$ cat src/rtl/fetch_queue.sv
// Four-wide fetch front end: owns the fetch PC, captures imem groups into a circular queue, presents the oldest four to decode.
// Optional macro FETCHQ_BYPASS_EN: an empty queue forwards the imem group straight to the output slots in the same cycle.
module fetch_queue #(
   parameter int          DEPTH    = 8,
   parameter logic [31:0] RESET_PC = 32'h0000_0000
) (
   input  logic        clk,
   input  logic        reset,
   output logic [31:0] imem_a,
   input  logic [31:0] imem_rd,
   input  logic [31:0] imem_rd2,
   input  logic [31:0] imem_rd3,
   input  logic [31:0] imem_rd4,
   input  logic        flush,
   input  logic [31:0] flush_pc,
   input  logic [2:0]  deq_cnt,
   output logic [3:0]  out_valid,
   output logic [31:0] out_instr0,
   output logic [31:0] out_instr1,
   output logic [31:0] out_instr2,
   output logic [31:0] out_instr3,
   output logic [31:0] out_pc0,
   output logic [31:0] out_pc1,
   output logic [31:0] out_pc2,
   output logic [31:0] out_pc3,
   output logic        full
);

   localparam int PW = $clog2(DEPTH);
   localparam int CW = PW + 1;

   logic [31:0]   pc;
   logic [PW-1:0] head;
   logic [PW-1:0] tail;
   logic [CW-1:0] count;

   logic [31:0]   instr_q [DEPTH];
   logic [31:0]   pc_q    [DEPTH];

   logic [31:0]   fetch_word [4];
   logic [31:0]   wr_word    [4];
   logic [31:0]   wr_pc      [4];
   logic [3:0]    wr_en;
   logic [31:0]   slot_instr [4];
   logic [31:0]   slot_pc    [4];

   logic          bypass;
   logic [CW-1:0] deq_req;
   logic [CW-1:0] avail;
   logic [CW-1:0] deq_eff;
   logic [2:0]    skip;
   logic [CW:0]   space;
   logic          enq;

   assign imem_a = pc;

   assign fetch_word[0] = imem_rd;
   assign fetch_word[1] = imem_rd2;
   assign fetch_word[2] = imem_rd3;
   assign fetch_word[3] = imem_rd4;

`ifdef FETCHQ_BYPASS_EN
   assign bypass = (count == '0) && !flush && !reset;
`else
   assign bypass = 1'b0;
`endif

   // Decode never takes more than four, nor more than is actually available.
   always_comb begin
      deq_req = (deq_cnt > 3'd4) ? CW'(4) : CW'(deq_cnt);
      avail   = bypass ? CW'(4) : count;
      deq_eff = (deq_req > avail) ? avail : deq_req;
      skip    = bypass ? deq_eff[2:0] : 3'd0;
      space   = (CW+1)'(DEPTH) - (CW+1)'(count) + (CW+1)'(deq_eff);
      enq     = (space >= (CW+1)'(4));
   end

   assign full = ~enq;

   // Words consumed directly by a bypass are skipped; the rest pack down from tail.
   always_comb begin
      for (int k = 0; k < 4; k++) begin
         wr_word[k] = fetch_word[2'(k) + skip[1:0]];
         wr_pc[k]   = pc + {28'd0, 2'(k) + skip[1:0], 2'b00};
         wr_en[k]   = (3'(k) < (3'd4 - skip));
      end
   end

   always_ff @(posedge clk) begin
      if (!reset && !flush && enq) begin
         for (int k = 0; k < 4; k++) begin
            if (wr_en[k]) begin
               instr_q[tail + PW'(k)] <= wr_word[k];
               pc_q[tail + PW'(k)]    <= wr_pc[k];
            end
         end
      end
   end

   always_ff @(posedge clk) begin
      if (reset) begin
         pc    <= RESET_PC;
         head  <= '0;
         tail  <= '0;
         count <= '0;
      end else if (flush) begin
         pc    <= {flush_pc[31:2], 2'b00};
         head  <= '0;
         tail  <= '0;
         count <= '0;
      end else begin
         head <= head + PW'(deq_eff - CW'(skip));
         if (enq) begin
            tail  <= tail + PW'(3'd4 - skip);
            pc    <= pc + 32'd16;
            count <= count - deq_eff + CW'(4);
         end else begin
            count <= count - deq_eff;
         end
      end
   end

   always_comb begin
      out_valid = 4'b0000;
      for (int i = 0; i < 4; i++) begin
         slot_instr[i] = 32'h0;
         slot_pc[i]    = 32'h0;
         if (bypass) begin
            out_valid[i]  = 1'b1;
            slot_instr[i] = fetch_word[i];
            slot_pc[i]    = pc + 32'(4 * i);
         end else if (count > CW'(i)) begin
            out_valid[i]  = 1'b1;
            slot_instr[i] = instr_q[head + PW'(i)];
            slot_pc[i]    = pc_q[head + PW'(i)];
         end
      end
   end

   assign out_instr0 = slot_instr[0];
   assign out_instr1 = slot_instr[1];
   assign out_instr2 = slot_instr[2];
   assign out_instr3 = slot_instr[3];
   assign out_pc0    = slot_pc[0];
   assign out_pc1    = slot_pc[1];
   assign out_pc2    = slot_pc[2];
   assign out_pc3    = slot_pc[3];

endmodule
$ cat config.mk
export PLATFORM = sky130hd
export DESIGN_NAME = fetch_queue
export DESIGN_NICKNAME = d
export VERILOG_FILES = /design/src/rtl/fetch_queue.sv
export SDC_FILE = /design/constraint.sdc
export NUM_CORES = 1
export LEC_CHECK = 0
export BUFFER_PORTS_ARGS = -buffer_cell sky130_fd_sc_hd__buf_2
export CORE_ASPECT_RATIO = 0.7
export CORE_MARGIN = 2
export CORE_UTILIZATION = 52
export CTS_CLUSTER_DIAMETER = 40
export DETAILED_ROUTE_END_ITERATION = 8
export PLACE_DENSITY_LB_ADDON = 0.12
export SETUP_SLACK_MARGIN = 0.2
export SYNTH_ARGS = -nofsm -noshare
export SYNTH_HDL_FRONTEND = slang
export SYNTH_SLANG_ARGS = --single-unit
export TNS_END_PERCENT = 50
$ cat constraint.sdc
create_clock -name clk -period 31 [get_ports clk]
set_input_delay 4.65 -clock clk [delete_from_list [all_inputs] [get_ports clk]]
set_output_delay 4.65 -clock clk [all_outputs]
set_load 0.005 [all_outputs]
==> run summary <==
The part of the power in the clock network came out at 0.301. Fill cells in the final layout number 4702. At the end of routability-driven placement, the weighted congestion stood at 0.866. The final critical-path required period is 13.44 ns, and the sum of overflow across all layers after global routing is 0. Final period utilization: 0.434. The flow ran to the end, and the final reports show no timing, DRC or antenna violations. The die height was 214 um. STA classifies the critical path startpoint as an input port. The tools report the launch point of the worst hold path as tail[2].

The count of unresolved DRC violations after routing is 0. Pin placement for this block handled 459 I/O pins. The worst register-to-register path has a depth of 17. For the max-capacitance violation count, the log shows 0. The area growth from synthesis to layout is 15.5%.

Post-CTS timing repair inserted 0 buffers for setup. Ratio of cells with drive above 1 in the final layout: 0.400. In this run the worst hold path is classified as flop to flop. The die covers 64900 um2.

After clock tree synthesis, the clock-pin slew on the worst setup and hold paths is 0.05 ns. After synthesis the cells add up to 32700 um2. Setup repair after global routing left no endpoint under its margin. The post-detailed-route wirelength per cell is 26.8 um, and the share of power burned in combinational logic is 0.343. The floorplan has 76 rows. Entering global routing, the biggest net connects 149 pins.

The number of levels the H-tree was split into was 3; the number of global-route vias before repair was 22300. For this run, the slowest stage of the critical path takes 0.49 ns. The number of gates resized after CTS was 0.

The highest-delay cell along the critical path is sky130_fd_sc_hd__fa_1. For the hold-fix buffer count after cts, the log shows 0. Setup violations remaining at the end of the flow were counted as 0.

Clock tree synthesis found a total of 530 sinks. The run gives 0.282 as the total global routing track utilization. Counting instances, the worst hold path has a depth of 2. Timing analysis after detailed placement gives a worst setup slack of 17.70 ns. After synthesis, the cell types taking the most area are sky130_fd_sc_hd__edfxtp_1, sky130_fd_sc_hd__mux4_2, sky130_fd_sc_hd__mux2i_1, sky130_fd_sc_hd__nand2_1, sky130_fd_sc_hd__dfxtp_1. The total area inside the core boundary comes to 61800 um2. Cell internal power was estimated by the tool at 1.91 mW. The synthesized instance count is 2262, and the peak supply drop is 0.0546 mV. Clock tree synthesis selected as its root buffer the cell sky130_fd_sc_hd__clkbuf_16. Clock tree synthesis inserted a total of 75 buffers. The average instance area after synthesis was 14.4 um2.

The family with the most delay on the worst path is adder cells. The first detailed-routing pass ran for 5 iterations. The sequential power share was 0.356.

Wires add up to 93.1 mm. Together, buffers and inverters on the worst path number 4. Top cell type's share of synthesized area: 0.452. The tools report the count of synthesis-stage warnings from yosys as 0.

Of all nets on the critical path, the largest fanout is 16. The initial detailed-routing violation count came out at 2497. Setup slack on the worst reg-to-reg path comes out at 24.24 ns. The routed layout has 22700 vias. Of all cell types, the one taking the most synthesized area is sky130_fd_sc_hd__edfxtp_1. Worst reg2reg path endpoint: instr_q[5][14]. Capture endpoint of the worst hold path: tail[2]. The standby leakage power was 13.0 nW; the largest buffer count on any clock path was 3. In the post-route analysis, the smallest setup slack over all paths is 17.56 ns. The initial antenna violation count was 10; the detailed-placement wirelength estimate was 60.2 mm.

Across the routed clock network, the largest skew measured is 0.0249 ns. The worst register-to-register path begins at avail[1]. At the pin with the least slew margin, the transition time is 1.24 ns. The switching power share of the total is 0.335, and the power density relative to cell area is 76.1 nW/um2. The critical path required time was 26.35 ns. The analysis attributes to net switching a power of 0.962 mW. The tightest slew margin relative to the limit was 0.173. For the initial core utilization, the log shows 0.529. The tools report the max-slew violation count as 0.

TritonCTS built the clock tree. In the final layout, flip-flops and latches occupy 15500 um2. In this run the horizontal extent of the chip is 304 um.

STA puts the critical path data arrival time at 8.79 ns. The number of hold-slack violations in the final timing report is 0, and the number of port buffers is 446. The sort of element at the end of the critical path was an output port. The top achievable clock speed is 0.0744 GHz.

The post-detailed-route count of antenna-violating nets was 0. The logs give 2780 for the number of nets at the end of the flow and 0.610 for the share of the core filled with cells in the final layout. Summing all multi-input logic gate instances after layout gives 15900 um2.

Traced cell by cell, the critical path runs through buf_2 > nor2b_1 > ha_1 > nor2b_1 > o21a_1 > o21a_1 > mux2_2 > ha_1 > ha_1 > fa_1 > or2_2 > a2111oi_2 > buf_4 > nor2_1 > inv_1 > buf_2. The clock reaches the later pin of the worst-skew pair after 0.62 ns. Cell type with the highest occurrence count on the critical path: sky130_fd_sc_hd__ha_1.

Part of the Yosys area used for sequential elements: 0.475. Summed over all failing endpoints, the final setup total negative slack is 0 ns. Counting flops and latches in the post-synthesis netlist gives 530. The count of cell types in the netlist is 53, and the number of vias per cell after detailed routing is 6.54. The first global-routing pass estimated 137 mm of wire. Critical path class: input port to output port.
final cells by class:
class	instances	area share
repair buffers	490	0.0689
inverters	27	0.00275
multi-input cells	1467	0.422
flip-flops and latches	530	0.412
clock buffers	91	0.0525
diodes	5	0.000332
clock inverters	48	0.0146
well taps	819	0.0272
per-layer routing:
layer	track usage	vias to the layer above	wire, um
met4	0.0851	12	2440
met3	0.0733	178	9680
met2	0.443	1248	44100
li1	-	9592	-
met5	0	-	62
met1	0.393	11700	36900
layout by cell type (no fill, tap or decap), drive strengths merged, types with 8 or more instances in the layout:
cell type,synthesis,layout
edfxtp,492,492
buf,123,490
mux4,430,430
nand2,296,296
nor2,190,190
a21oi,128,128
mux2i,127,127
clkbuf,121,91
xnor2,69,69
dfxtp,38,38
xor2,37,37
inv,26,32
clkinv,1,27
a211oi,20,20
ha,20,20
nor3,18,18
nand3,17,17
nor4,12,12
nand4,12,12
conb,1,10
bufinv,0,10
and4,9,9
or3,8,8
a2111oi,8,8
worst max path at each step:
stage,to,start,depth (start not counted)
after global routing,full,deq_cnt[2],15
after floorplan,instr_q[0][0],deq_cnt[1],15
after global placement,full,deq_cnt[2],16
final,full,deq_cnt[2],16
after detailed placement,full,deq_cnt[2],16
after CTS,full,deq_cnt[2],16
logic make-up after synthesis:
| kind of cell | Yosys count | synth area share |
|---|---|---|
| AOI/OAI and AO/OA | 175 | 0.0311 |
| xor gates and xnor gates | 107 | 0.0291 |
| adders and majority gates | 23 | 0.00950 |
| buffers and inverters | 274 | 0.0412 |
| DFF | 530 | 0.475 |
| muxes | 560 | 0.336 |
| other | 1 | 0.000115 |
| and+or+nand+nor | 592 | 0.0771 |
per-stage QoR:
stage / area, um2 / hold slack [ns] / power [mW] / cells
after global placement: 35200 / 0.546 / 1.99 / 3333
after CTS: 37700 / 0.615 / 2.88 / 3472
after detailed placement: 35200 / 0.600 / 2.01 / 3333
after floorplan: 32700 / 0.443 / 1.71 / 2271
after global routing: 37700 / 0.637 / 2.99 / 3476
final: 37700 / 0.608 / 2.87 / 3477
worst reg2reg max path, cell delays in order (launching register included):
cell and delay (ns):
sky130_fd_sc_hd__dfxtp_1 0.57, sky130_fd_sc_hd__inv_1 0.15, sky130_fd_sc_hd__ha_1 0.33, sky130_fd_sc_hd__nor2b_1 0.13
sky130_fd_sc_hd__o21a_1 0.17, sky130_fd_sc_hd__o21a_1 0.23, sky130_fd_sc_hd__mux2_2 0.33, sky130_fd_sc_hd__ha_1 0.31
sky130_fd_sc_hd__ha_1 0.26, sky130_fd_sc_hd__fa_1 0.39, sky130_fd_sc_hd__xor2_1 0.27, sky130_fd_sc_hd__a2111oi_2 0.09
sky130_fd_sc_hd__buf_4 0.21, sky130_fd_sc_hd__nor2_1 0.16, sky130_fd_sc_hd__buf_4 0.24, sky130_fd_sc_hd__and3_4 0.84
sky130_fd_sc_hd__buf_4 0.81, sky130_fd_sc_hd__buf_4 0.85
Yosys cell counts (all sizes together):
master	number
a2111oi	8
nor4	12
o21a	2
inv	26
mux2	3
or4	5
conb	1
clkbuf	121
o31ai	3
mux4	430
a21o	3
ha	20
or3	8
and2	4
nor2b	4
nor4bb	1
a21oi	128
dfxtp	38
nor3b	2
o21ai	2
a311oi	7
buf	123
xor2	37
and4	9
o22ai	1
nand3	17
a211oi	20
edfxtp	492
xnor2	69
a31oi	1
mux2i	127
nor3	18
nand2	296
xnor3	1
nand2b	3
clkinv	1
nand4	12
fa	3
nor2	190
or2	4
and3	7
dlygate4sd3	3
power groups by stage:
stage	Clock [mW]	Sequential, mW	Combinational (mW)
after floorplan	0	1.06	0.648
after global placement	0	1.02	0.966
after detailed placement	0	1.03	0.980
after CTS	0.875	1.02	0.985
after global routing	0.904	1.04	1.05
final	0.863	1.02	0.985
state kept, by name, indices dropped and copies added (netlist names):
name	cells
head	3
imem_a	30
instr_q	256
avail	4
tail	1
pc_q	236
Note: power is estimated with default switching activity, not from simulation.
